### src/rtl/enc_pkg.sv
// Shared types and parameter bounds for the multi-channel encoder counter.
package enc_pkg;

  // Measurement FSM states
  typedef enum logic [1:0] {
    ENC_IDLE   = 2'd0,
    ENC_WAIT_Z = 2'd1,
    ENC_COUNT  = 2'd2,
    ENC_DONE   = 2'd3
  } enc_state_e;

  // Legal parameter ranges
  localparam int N_CH_MIN        = 1;
  localparam int N_CH_MAX        = 16;
  localparam int CNT_W_MIN       = 8;
  localparam int CNT_W_MAX       = 64;
  localparam int N_Z_MIN         = 1;
  localparam int N_Z_MAX         = 8;
  localparam int SYNC_STAGES_MIN = 2;
  localparam int SYNC_STAGES_MAX = 4;

endpackage

### src/rtl/enc_sync_edge.sv
// Multi-bit pin synchroniser followed by a one-flop edge detector.
// lvl, rise and fall are all registered and mutually aligned: in the cycle
// rise is high, lvl is already high (and likewise fall with lvl low).
module enc_sync_edge #(
  parameter int W     = 1,
  parameter int DEPTH = 2
) (
  input  logic         clk,
  input  logic         rst_n,
  input  logic [W-1:0] din,
  output logic [W-1:0] lvl,
  output logic [W-1:0] rise,
  output logic [W-1:0] fall
);

  logic [DEPTH-1:0][W-1:0] sync_r;
  logic [W-1:0]            lvl_r;
  logic [W-1:0]            rise_r;
  logic [W-1:0]            fall_r;

  // Synchroniser chain, then delayed level and edge flags from the last stage
  always_ff @(posedge clk or negedge rst_n) begin
    if (!rst_n) begin
      sync_r <= {(DEPTH*W){1'b0}};
      lvl_r  <= {W{1'b0}};
      rise_r <= {W{1'b0}};
      fall_r <= {W{1'b0}};
    end else begin
      sync_r <= {sync_r[DEPTH-2:0], din};
      lvl_r  <= sync_r[DEPTH-1];
      rise_r <= sync_r[DEPTH-1] & ~lvl_r;
      fall_r <= ~sync_r[DEPTH-1] & lvl_r;
    end
  end

  assign lvl  = lvl_r;
  assign rise = rise_r;
  assign fall = fall_r;

endmodule

### src/rtl/enc_multi_cnt.sv
// Multi-channel encoder pulse counter: counts A-phase edges per channel in a
// window opened and closed by rising edges of a run-time selected Z input.
module enc_multi_cnt
  import enc_pkg::*;
#(
  parameter  int N_CH        = 2,
  parameter  int CNT_W       = 64,
  parameter  int N_Z         = 2,
  parameter  int SYNC_STAGES = 2,
  localparam int ZSEL_W      = (N_Z > 1) ? $clog2(N_Z) : 1
) (
  input  logic                  CLK,
  input  logic                  RST_N,
  input  logic                  I_ARM,
  input  logic                  I_EDGE_MODE,
  input  logic [ZSEL_W-1:0]     I_ZSEL,
  input  logic [N_CH-1:0]       I_A,
  input  logic [N_Z-1:0]        I_Z,
  output logic [N_CH*CNT_W-1:0] O_CNT,
  output logic [N_CH-1:0]       O_OVERFLOW,
  output logic [N_CH-1:0]       O_READY,
  output logic                  O_BUSY
);

  localparam logic [ZSEL_W:0]  N_Z_L   = N_Z[ZSEL_W:0];
  localparam logic [CNT_W-1:0] CNT_ONE = {{(CNT_W-1){1'b0}}, 1'b1};
  localparam logic [CNT_W-1:0] CNT_MAX = {CNT_W{1'b1}};

  // Synchronised pins; names containing "unused" mark detector outputs this
  // block has no use for
  logic [N_CH-1:0] a_rise_s;
  logic [N_CH-1:0] a_fall_s;
  logic [N_CH-1:0] a_lvl_unused_s;
  logic [N_Z-1:0]  z_rise_s;
  logic [N_Z-1:0]  z_fall_unused_s;
  logic [N_Z-1:0]  z_lvl_unused_s;
  logic            arm_rise_s;
  logic            arm_lvl_s;
  logic            arm_fall_unused_s;

  enc_sync_edge #(.W(N_CH), .DEPTH(SYNC_STAGES)) u_sync_a (
    .clk   (CLK),
    .rst_n (RST_N),
    .din   (I_A),
    .lvl   (a_lvl_unused_s),
    .rise  (a_rise_s),
    .fall  (a_fall_s)
  );

  enc_sync_edge #(.W(N_Z), .DEPTH(SYNC_STAGES)) u_sync_z (
    .clk   (CLK),
    .rst_n (RST_N),
    .din   (I_Z),
    .lvl   (z_lvl_unused_s),
    .rise  (z_rise_s),
    .fall  (z_fall_unused_s)
  );

  enc_sync_edge #(.W(1), .DEPTH(SYNC_STAGES)) u_sync_arm (
    .clk   (CLK),
    .rst_n (RST_N),
    .din   (I_ARM),
    .lvl   (arm_lvl_s),
    .rise  (arm_rise_s),
    .fall  (arm_fall_unused_s)
  );

  enc_state_e        state_r;
  enc_state_e        state_nxt_s;
  logic              mode_r;
  logic [ZSEL_W-1:0] zsel_r;
  logic [ZSEL_W-1:0] zsel_eff_s;
  logic              zsel_rise_s;
  logic              start_s;
  logic              close_s;
  logic              count_en_s;
  logic              ready_r;
  logic              busy_r;

  // Out-of-range index selections fall back to Z[0]
  always_comb begin
    if ({1'b0, I_ZSEL} < N_Z_L) begin
      zsel_eff_s = I_ZSEL;
    end else begin
      zsel_eff_s = {ZSEL_W{1'b0}};
    end
  end

  assign zsel_rise_s = z_rise_s[zsel_r];
  assign count_en_s  = (state_r == ENC_COUNT) && arm_lvl_s;

  // Next-state logic with start/close strobes for the datapath
  always_comb begin
    state_nxt_s = state_r;
    start_s     = 1'b0;
    close_s     = 1'b0;
    case (state_r)
      ENC_IDLE: begin
        if (arm_rise_s) begin
          state_nxt_s = ENC_WAIT_Z;
          start_s     = 1'b1;
        end else begin
          state_nxt_s = ENC_IDLE;
        end
      end
      ENC_WAIT_Z: begin
        if (!arm_lvl_s) begin
          state_nxt_s = ENC_IDLE;
        end else if (zsel_rise_s) begin
          state_nxt_s = ENC_COUNT;
        end else begin
          state_nxt_s = ENC_WAIT_Z;
        end
      end
      ENC_COUNT: begin
        if (!arm_lvl_s) begin
          state_nxt_s = ENC_IDLE;
        end else if (zsel_rise_s) begin
          state_nxt_s = ENC_DONE;
          close_s     = 1'b1;
        end else begin
          state_nxt_s = ENC_COUNT;
        end
      end
      ENC_DONE: begin
        if (arm_rise_s) begin
          state_nxt_s = ENC_WAIT_Z;
          start_s     = 1'b1;
        end else if (!arm_lvl_s) begin
          state_nxt_s = ENC_IDLE;
        end else begin
          state_nxt_s = ENC_DONE;
        end
      end
      default: begin
        state_nxt_s = ENC_IDLE;
      end
    endcase
  end

  // FSM state, captured configuration and shared ready/busy flags
  always_ff @(posedge CLK or negedge RST_N) begin
    if (!RST_N) begin
      state_r <= ENC_IDLE;
      mode_r  <= 1'b0;
      zsel_r  <= {ZSEL_W{1'b0}};
      ready_r <= 1'b0;
      busy_r  <= 1'b0;
    end else begin
      state_r <= state_nxt_s;
      busy_r  <= (state_nxt_s == ENC_WAIT_Z) || (state_nxt_s == ENC_COUNT);
      if (start_s) begin
        mode_r  <= I_EDGE_MODE;
        zsel_r  <= zsel_eff_s;
        ready_r <= 1'b0;
      end else if (close_s) begin
        ready_r <= 1'b1;
      end
    end
  end

  assign O_READY = {N_CH{ready_r}};
  assign O_BUSY  = busy_r;

  for (genvar k = 0; k < N_CH; k++) begin : g_ch
    logic [CNT_W-1:0] live_r;
    logic [CNT_W-1:0] live_nxt_s;
    logic [CNT_W-1:0] cnt_out_r;
    logic             ovf_r;
    logic             edge_s;
    logic             hit_s;
    logic             at_max_s;

    // Qualifying edge for this channel under the captured mode
    always_comb begin
      if (mode_r) begin
        edge_s = a_rise_s[k] | a_fall_s[k];
      end else begin
        edge_s = a_rise_s[k];
      end
    end

    assign hit_s    = count_en_s & edge_s;
    assign at_max_s = (live_r == CNT_MAX);

    // Saturating increment; an edge in the closing cycle is included
    always_comb begin
      if (hit_s && !at_max_s) begin
        live_nxt_s = live_r + CNT_ONE;
      end else begin
        live_nxt_s = live_r;
      end
    end

    // Live counter, sticky overflow and latched result for this channel
    always_ff @(posedge CLK or negedge RST_N) begin
      if (!RST_N) begin
        live_r    <= {CNT_W{1'b0}};
        cnt_out_r <= {CNT_W{1'b0}};
        ovf_r     <= 1'b0;
      end else if (start_s) begin
        live_r <= {CNT_W{1'b0}};
        ovf_r  <= 1'b0;
      end else begin
        live_r <= live_nxt_s;
        if (hit_s && at_max_s) begin
          ovf_r <= 1'b1;
        end
        if (close_s) begin
          cnt_out_r <= live_nxt_s;
        end
      end
    end

    assign O_CNT[k*CNT_W +: CNT_W] = cnt_out_r;
    assign O_OVERFLOW[k]           = ovf_r;
  end

endmodule

### config.mk
export PLATFORM = sky130hd
export DESIGN_NAME = enc_multi_cnt
export DESIGN_NICKNAME = d
export VERILOG_FILES = /design/src/rtl/enc_pkg.sv /design/src/rtl/enc_sync_edge.sv /design/src/rtl/enc_multi_cnt.sv
export SDC_FILE = /design/constraint.sdc
export NUM_CORES = 1
export LEC_CHECK = 0
export CAP_MARGIN = 30
export CORE_ASPECT_RATIO = 1.2
export CORE_UTILIZATION = 50
export DETAILED_ROUTE_END_ITERATION = 7
export PLACE_DENSITY = 0.72
export SLEW_MARGIN = 15
export SYNTH_ARGS = -nofsm -noshare
export SYNTH_HDL_FRONTEND = slang
export SYNTH_SLANG_ARGS = --single-unit
### constraint.sdc
create_clock -name CLK -period 3.7 [get_ports CLK]
set_clock_uncertainty 0.2 [all_clocks]
set_input_delay 0.925 -clock CLK [delete_from_list [all_inputs] [get_ports CLK]]
set_output_delay 0.925 -clock CLK [all_outputs]
set_load 0.01 [all_outputs]
==> results of run 1 <==
synth_stat cells (15+ instances only):
cell,count,area share [%]
nand4_1,61,2.9
nand2_1,163,4.6
xor2_1,57,3.8
a21oi_1,43,1.6
or3_1,30,1.4
nand3_1,53,2.0
xnor2_1,46,3.0
nor2_1,165,4.7
a31oi_1,21,0.99
and4_1,23,1.5
o211ai_1,15,0.85
inv_1,17,0.48
nor3_1,40,1.5
o21ai_0,142,5.4
nor4_1,22,1.0
clkbuf_1,53,1.5
dfrtp_1,286,54
and3_1,23,1.1
power by group through the flow:
stage | Combinational (uW) | Clock, uW | Sequential (uW)
floorplan | 53.0 | 0 | 3230
global placement | 181 | 0 | 3230
detailed placement | 186 | 0 | 3230
CTS | 186 | 3170 | 3180
global route | 204 | 3310 | 3180
finish | 181 | 3120 | 3180
worst max-delay path, delay by kind of cell, from the launching register on:
kind	cells	cell delay (ns)
simple gates	3	1.26
compound gates	2	0.73
flops	1	0.40
xor+xnor	1	0.22
fa+ha+maj	1	0.20
buf+inv	1	0.09
flip-flops by register name, indices dropped and copies added (netlist names):
name	count
u_sync_z.rise	2
u_sync_z.sync_r	4
u_sync_arm.sync_r	2
u_sync_arm.rise	1
g_ch.cnt_out_r	128
u_sync_a.sync_r	4
state_r	2
g_ch.ovf_r	2
ready_r	1
zsel_r	1
u_sync_a.lvl	2
u_sync_a.rise	2
u_sync_z.lvl	2
g_ch.live_r	128
u_sync_a.fall	2
O_BUSY	1
u_sync_arm.lvl	1
mode_r	1
metal layers:
metal  up-vias  share of wire, %  global-route usage [%]
li1       5182                 -                       -
met1      5350                40                    33.1
met2       298                52                    47.9
met3        85               4.3                    3.52
met4         0               4.0                    11.3
met5         -                 0                       0
path summary, 6_finish.rpt:
check                      cells past startpoint  slack, ns                    end
min in group asynchronous                      1       0.16  g_ch[1].cnt_out_r[18]
max                                            8       0.49  g_ch[0].cnt_out_r[61]
min reg2reg                                    0       0.15     u_sync_z.sync_r[3]
max reg2reg                                    8       0.49  g_ch[0].cnt_out_r[61]
min                                            0       0.15     u_sync_z.sync_r[3]
max in group asynchronous                      2       2.29   g_ch[0].cnt_out_r[2]
layout make-up:
class / count / area share [%]
Clock buffer: 41 / 5.13
Clock inverter: 11 / 1.17
Inverter: 17 / 0.394
Multi-Input combinational cell: 1011 / 35.6
Sequential cell: 286 / 44.2
Tap cell: 330 / 2.55
Timing Repair Buffer: 180 / 10.9
metrics by stage:
| step | setup slack (ns) | utilization [%] |
|---|---|---|
| final | 0.491 | 62.8 |
| after global routing | 0.157 | 62.8 |
| after CTS | 0.447 | 62.8 |
| after detailed placement | 0.470 | 58.8 |
| after global placement | 0.537 | 58.8 |
| after floorplan | 1.06 | - |
cells by family (layout without fill, tap and decap cells):
kind of cell / after synthesis / in the layout / share of synthesized area (%)
buffers and inverters: 86 / 249 / 2.88
AND/OR/NAND/NOR: 643 / 643 / 24.8
AO/OA/AOI/OAI: 255 / 255 / 10.7
flip-flops: 286 / 286 / 53.9
multiplexers: 4 / 4 / 0.311
XOR/XNOR: 103 / 103 / 6.80
adder cells (fa/ha/maj): 6 / 6 / 0.565
==> impl_metrics.ini, run 1 <==
[power]
share_seq_of_total_power_pct = 49.0
p_switching_uw = 1370
powerDensity_nw_per_um2 = 400
swShare_pct = 21.1
intPower_uw = 5110
p_comb_share_pct = 2.8
clkPwrFrac_pct = 48.2
power_leakage_uw = 0.00674
peakVddDrop_v = 0.000297
fin_total_pwr_uw = 6480

[worst_setup_path]
crit_type = flop to flop
end_kind = flop
cp_cell_sequence = inv_1 > ha_1 > nand2_1 > nor4_2 > nand4_1 > a2111oi_0 > xnor2_1 > o21ai_0
reg2reg_from = state_r[0]
crit_fanout = 7
crit_path_max_incr_delay_ns = 0.79
slowest_stage = nor4_2
required_ns = 3.93
arrival_ns = 3.44
setup.worst_path.start = state_r[0]
critPathLaunchType = flop

[sta]
worst_slew_pin_slew_ns = 0.820
post-route-period-util_pct = 86.7
hold_viol = 0
tns_ns = 0
relSlewSlack_pct = 44.9
rsz0062_at_grt = no
fin_crit_ns = 3.21
report.final.slew_viol_count = 0
fin_hold_ws_ns = 0.148
fmax_ghz = 0.312
finalSetupViolations = 0

[drt]
drt_iter0_drc = 637
wl_um = 36200
drcViolationCount = 0
vias = 10915
ant_nets = 0
post_drt_wl_per_cell_um = 19.3
drt_pass1_iterations = 5
routed_via_density = 5.82

[synth]
ys.flop_type = dfrtp_1
ys_ff_latch = 286
syn_inst = 1383
ys_warn_count = 0
synth-edff-count = 0
syn_area_sq_um = 13300
ys_seq_area_share_pct = 53.9
synth_async_sr_flop_share_pct = 100
syn_nets = 1398
avgSynthCellArea_sq_um = 9.60
ys_types = 61

[floorplan]
num_rows = 64
pin_count = 142
die_y_um = 180
core_area_sq_um = 25800
design.die.area_sq_um = 27200
fp.dieW_um = 151
initial_core_util_pct = 51.5

[run_status]
status = completed

[clock_tree]
clkTransAtPathRegs_ns = 0.07
clockRootBuffer = clkbuf_16
hold_buffers = 0
cts_buffers = 28
htree_levels = 1
clock_latency_ns = 0.55
cts.sinks = 286
clock_path_buffers = 3
cts_tree = done
cts_resized = 0
cts_setup_buffers = 0

[global_route]
grt_pass1_vias = 11006
grt_overflow = 0
antenna_found_initial = 0
track_usage_pct = 27.2
grt_max_degree = 81
grt_pass1_wl_um = 58400

[placement]
placed_area_sq_um = 15200
dp_hpwl_um = 25900
portBuffers = 141
gp_congestion = 0.960
dp_cells = 1824

[final_layout]
antenna_cells = 0
layout_common_cells = dfrtp_1 (286), nor2_1 (164), nand2_1 (163)
syn_to_final_growth_pct = 22.0
final_common_cell = dfrtp_1
drive_gt1_share_pct = 7.31
layout.cells.non_filler = 1876
stdcell_area_sq_um = 16200
n_fill_cell = 2202
final_nets = 1539
ff_latch_area_sq_um = 7160
multi_input_area_sq_um = 5770

[min_path]
hold_path_class = flop to flop
min_from = u_sync_z.sync_r[1]

[flow_run]
cap_viol_max_count = 0
(Power assumes the default switching activity.)
==> inputs of run 2 (changes only) <==
--- a/config.mk
+++ b/config.mk
@@ -5,11 +5,12 @@
 export SDC_FILE = /design/constraint.sdc
 export NUM_CORES = 1
 export LEC_CHECK = 0
+export ABC_AREA = 1
 export CAP_MARGIN = 30
 export CORE_ASPECT_RATIO = 1.2
 export CORE_UTILIZATION = 50
 export DETAILED_ROUTE_END_ITERATION = 7
-export PLACE_DENSITY = 0.72
+export PLACE_DENSITY = 0.71
 export SLEW_MARGIN = 15
 export SYNTH_ARGS = -nofsm -noshare
 export SYNTH_HDL_FRONTEND = slang
==> impl_metrics.ini, run 2 <==
[run_status]
status = completed

[floorplan]
num_rows = 70
pin_count = 142
design.die.area_sq_um = 31800
initial_core_util_pct = 51.0
fp.dieW_um = 163
core_area_sq_um = 30500
die_y_um = 195

[clock_tree]
cts.sinks = 286
clock_path_buffers = 3
clkTransAtPathRegs_ns = 0.07
hold_buffers = 0
htree_levels = 1
cts_buffers = 28
clock_latency_ns = 0.57
clockRootBuffer = clkbuf_16
cts_resized = 0
cts_tree = done
cts_setup_buffers = 0

[synth]
ys_warn_count = 0
synth_async_sr_flop_share_pct = 100
yosys-top-cells-count = nand2_1 (935), nor2_1 (399), dfrtp_1 (286)
syn_nets = 2279
ys_types = 33
synth-edff-count = 0
yosys-top-cells-area = dfrtp_1 (46%), nand2_1 (23%), nor2_1 (9.6%), nand3_1 (7.9%), inv_1 (3.7%)
ys.flop_type = dfrtp_1
syn_area_sq_um = 15500
ys_seq_area_share_pct = 46.1
avgSynthCellArea_sq_um = 6.86
ys_ff_latch = 286
synth_top_area_share_pct = 46.1
synth_top_area_cell = dfrtp_1
synth.most_common_cell = nand2_1
syn_inst = 2264

[worst_setup_path]
cp_common_cell = nand2_1
cp_cell_sequence = inv_1 > ha_1 > nand2_1 > inv_2 > nand2_1 > inv_1 > nand2_1 > nor2_1 > nand2_1 > nor2_1 > nand3_1 > nand3_1 > nand2_1
required_ns = 3.95
crit_path_max_incr_delay_ns = 0.42
critPathLaunchType = flop
critPathBufInv = 3
reg2reg_slack_ns = 0.48
reg2reg_from = state_r[0]
setup.worst_path.start = state_r[0]
reg2reg_to = g_ch[0].cnt_out_r[58]
worst_path_dominant_cell_family = simple AND/OR/NAND/NOR gates
arrival_ns = 3.47
path_depth = 13
crit_type = flop to flop
end_kind = flop
worstSetupEndpoint = g_ch[0].cnt_out_r[58]
crit_fanout = 11
slowest_stage = inv_1
worstRegToRegCells = 13

[power]
powerDensity_nw_per_um2 = 336
peakVddDrop_v = 0.000357
power_leakage_uw = 0.00847
fin_total_pwr_uw = 6120

[sta]
relSlewSlack_pct = 39.2
rsz0062_at_grt = no
post-route-period-util_pct = 87.0
fin_crit_ns = 3.22
fin_hold_ws_ns = 0.122
report.final.slew_viol_count = 0
tns_ns = 0
worst_slew_pin_slew_ns = 0.913
finalSetupViolations = 0
hold_viol = 0
fmax_ghz = 0.311

[final_layout]
layout_common_cells = nand2_1 (935), nor2_1 (397), dfrtp_1 (286)
syn_to_final_growth_pct = 17.2
layout.cells.non_filler = 2795
final_nets = 2395
drive_gt1_share_pct = 3.96
final_common_cell = nand2_1
antenna_cells = 0
top_regs = g_ch.cnt_out_r (128), g_ch.live_r (128)

[drt]
wl_um = 46100
drcViolationCount = 0
post_drt_wl_per_cell_um = 16.5
routed_via_density = 5.20
drt_iter0_drc = 1104
ant_nets = 0
drt_pass1_iterations = 8
vias = 14544

[global_route]
track_usage_pct = 29.8
grt_pass1_wl_um = 75100
grt_max_degree = 79
grt_overflow = 0
grt_pass1_vias = 14347
antenna_found_initial = 0

[placement]
dp_cells = 2746
dp_hpwl_um = 33800
portBuffers = 141
gp_congestion = 0.989

[min_path]
hold_path_class = input port to async pin

[flow_run]
cap_viol_max_count = 0
==> run 2: worst min path at each step <==
stage / start / to / slack [ns] / cells after the start
2_1_floorplan: u_sync_a.sync_r[0] / u_sync_a.sync_r[2] / 0.13 / 0
3_3_place_gp: u_sync_z.sync_r[1] / u_sync_z.sync_r[3] / 0.14 / 0
5_1_grt: RST_N / g_ch[1].live_r[22] / 0.15 / 1
4_1_cts: RST_N / g_ch[1].live_r[22] / 0.12 / 1
6_report: RST_N / g_ch[1].cnt_out_r[15] / 0.12 / 1
3_5_place_dp: u_sync_z.sync_r[0] / u_sync_z.sync_r[2] / 0.14 / 0
==> run 2: cell families (layout without fill, tap and decap cells) <==
| kind of cell | Yosys count | count (layout) | synth area share, % |
|---|---|---|---|
| compound gates | 63 | 63 | 2.35 |
| xor+xnor | 16 | 16 | 0.902 |
| fa+ha+maj | 6 | 6 | 0.483 |
| buf+inv | 231 | 366 | 6.07 |
| flops | 286 | 286 | 46.1 |
| mux | 1 | 1 | 0.0725 |
| simple gates | 1661 | 1661 | 44.1 |
==> run 2: final cells by class <==
class,instances,area (sq um)
clock buffer,41,851
clock inverter,8,48.8
fill,2954,12300
inverter,157,592
multi-input combinational,1747,7450
sequential,286,7160
tap,396,495
timing repair buffer,160,1610
==> run 2: metal layers <==
metal | GRT usage [%] | part of all wire (%)
met1 | 36.8 | 42
met2 | 53.6 | 51
met3 | 2.51 | 3.4
met4 | 11.5 | 3.8
met5 | 0 | 0
==> run 2: worst register-to-register path, cell delays in order, from the launching register on <==
cell,delay [ns]
dfrtp_1,0.40
inv_1,0.09
ha_1,0.15
nand2_1,0.09
inv_2,0.10
nand2_1,0.33
inv_1,0.43
nand2_1,0.17
nor2_1,0.28
nand2_1,0.29
nor2_1,0.26
nand3_1,0.12
nand3_1,0.13
nand2_1,0.06
==> run 2: per-stage QoR <==
step / worst slack (ns) / instance area [sq um] / util [%]
finish: 0.482 / 18200 / 59.7
global route: 0.222 / 18200 / 59.7
CTS: 0.503 / 18200 / 59.7
detailed placement: 0.524 / 17300 / 56.8
global placement: 0.593 / 17300 / 56.8
floorplan: 1.62 / 15500 / -
==> run 2: power breakdown <==
group | switching, uW | internal (uW)
clock | 1240 | 1580
sequential | 10.7 | 3150
combinational | 111 | 29.5
total | 1370 | 4760
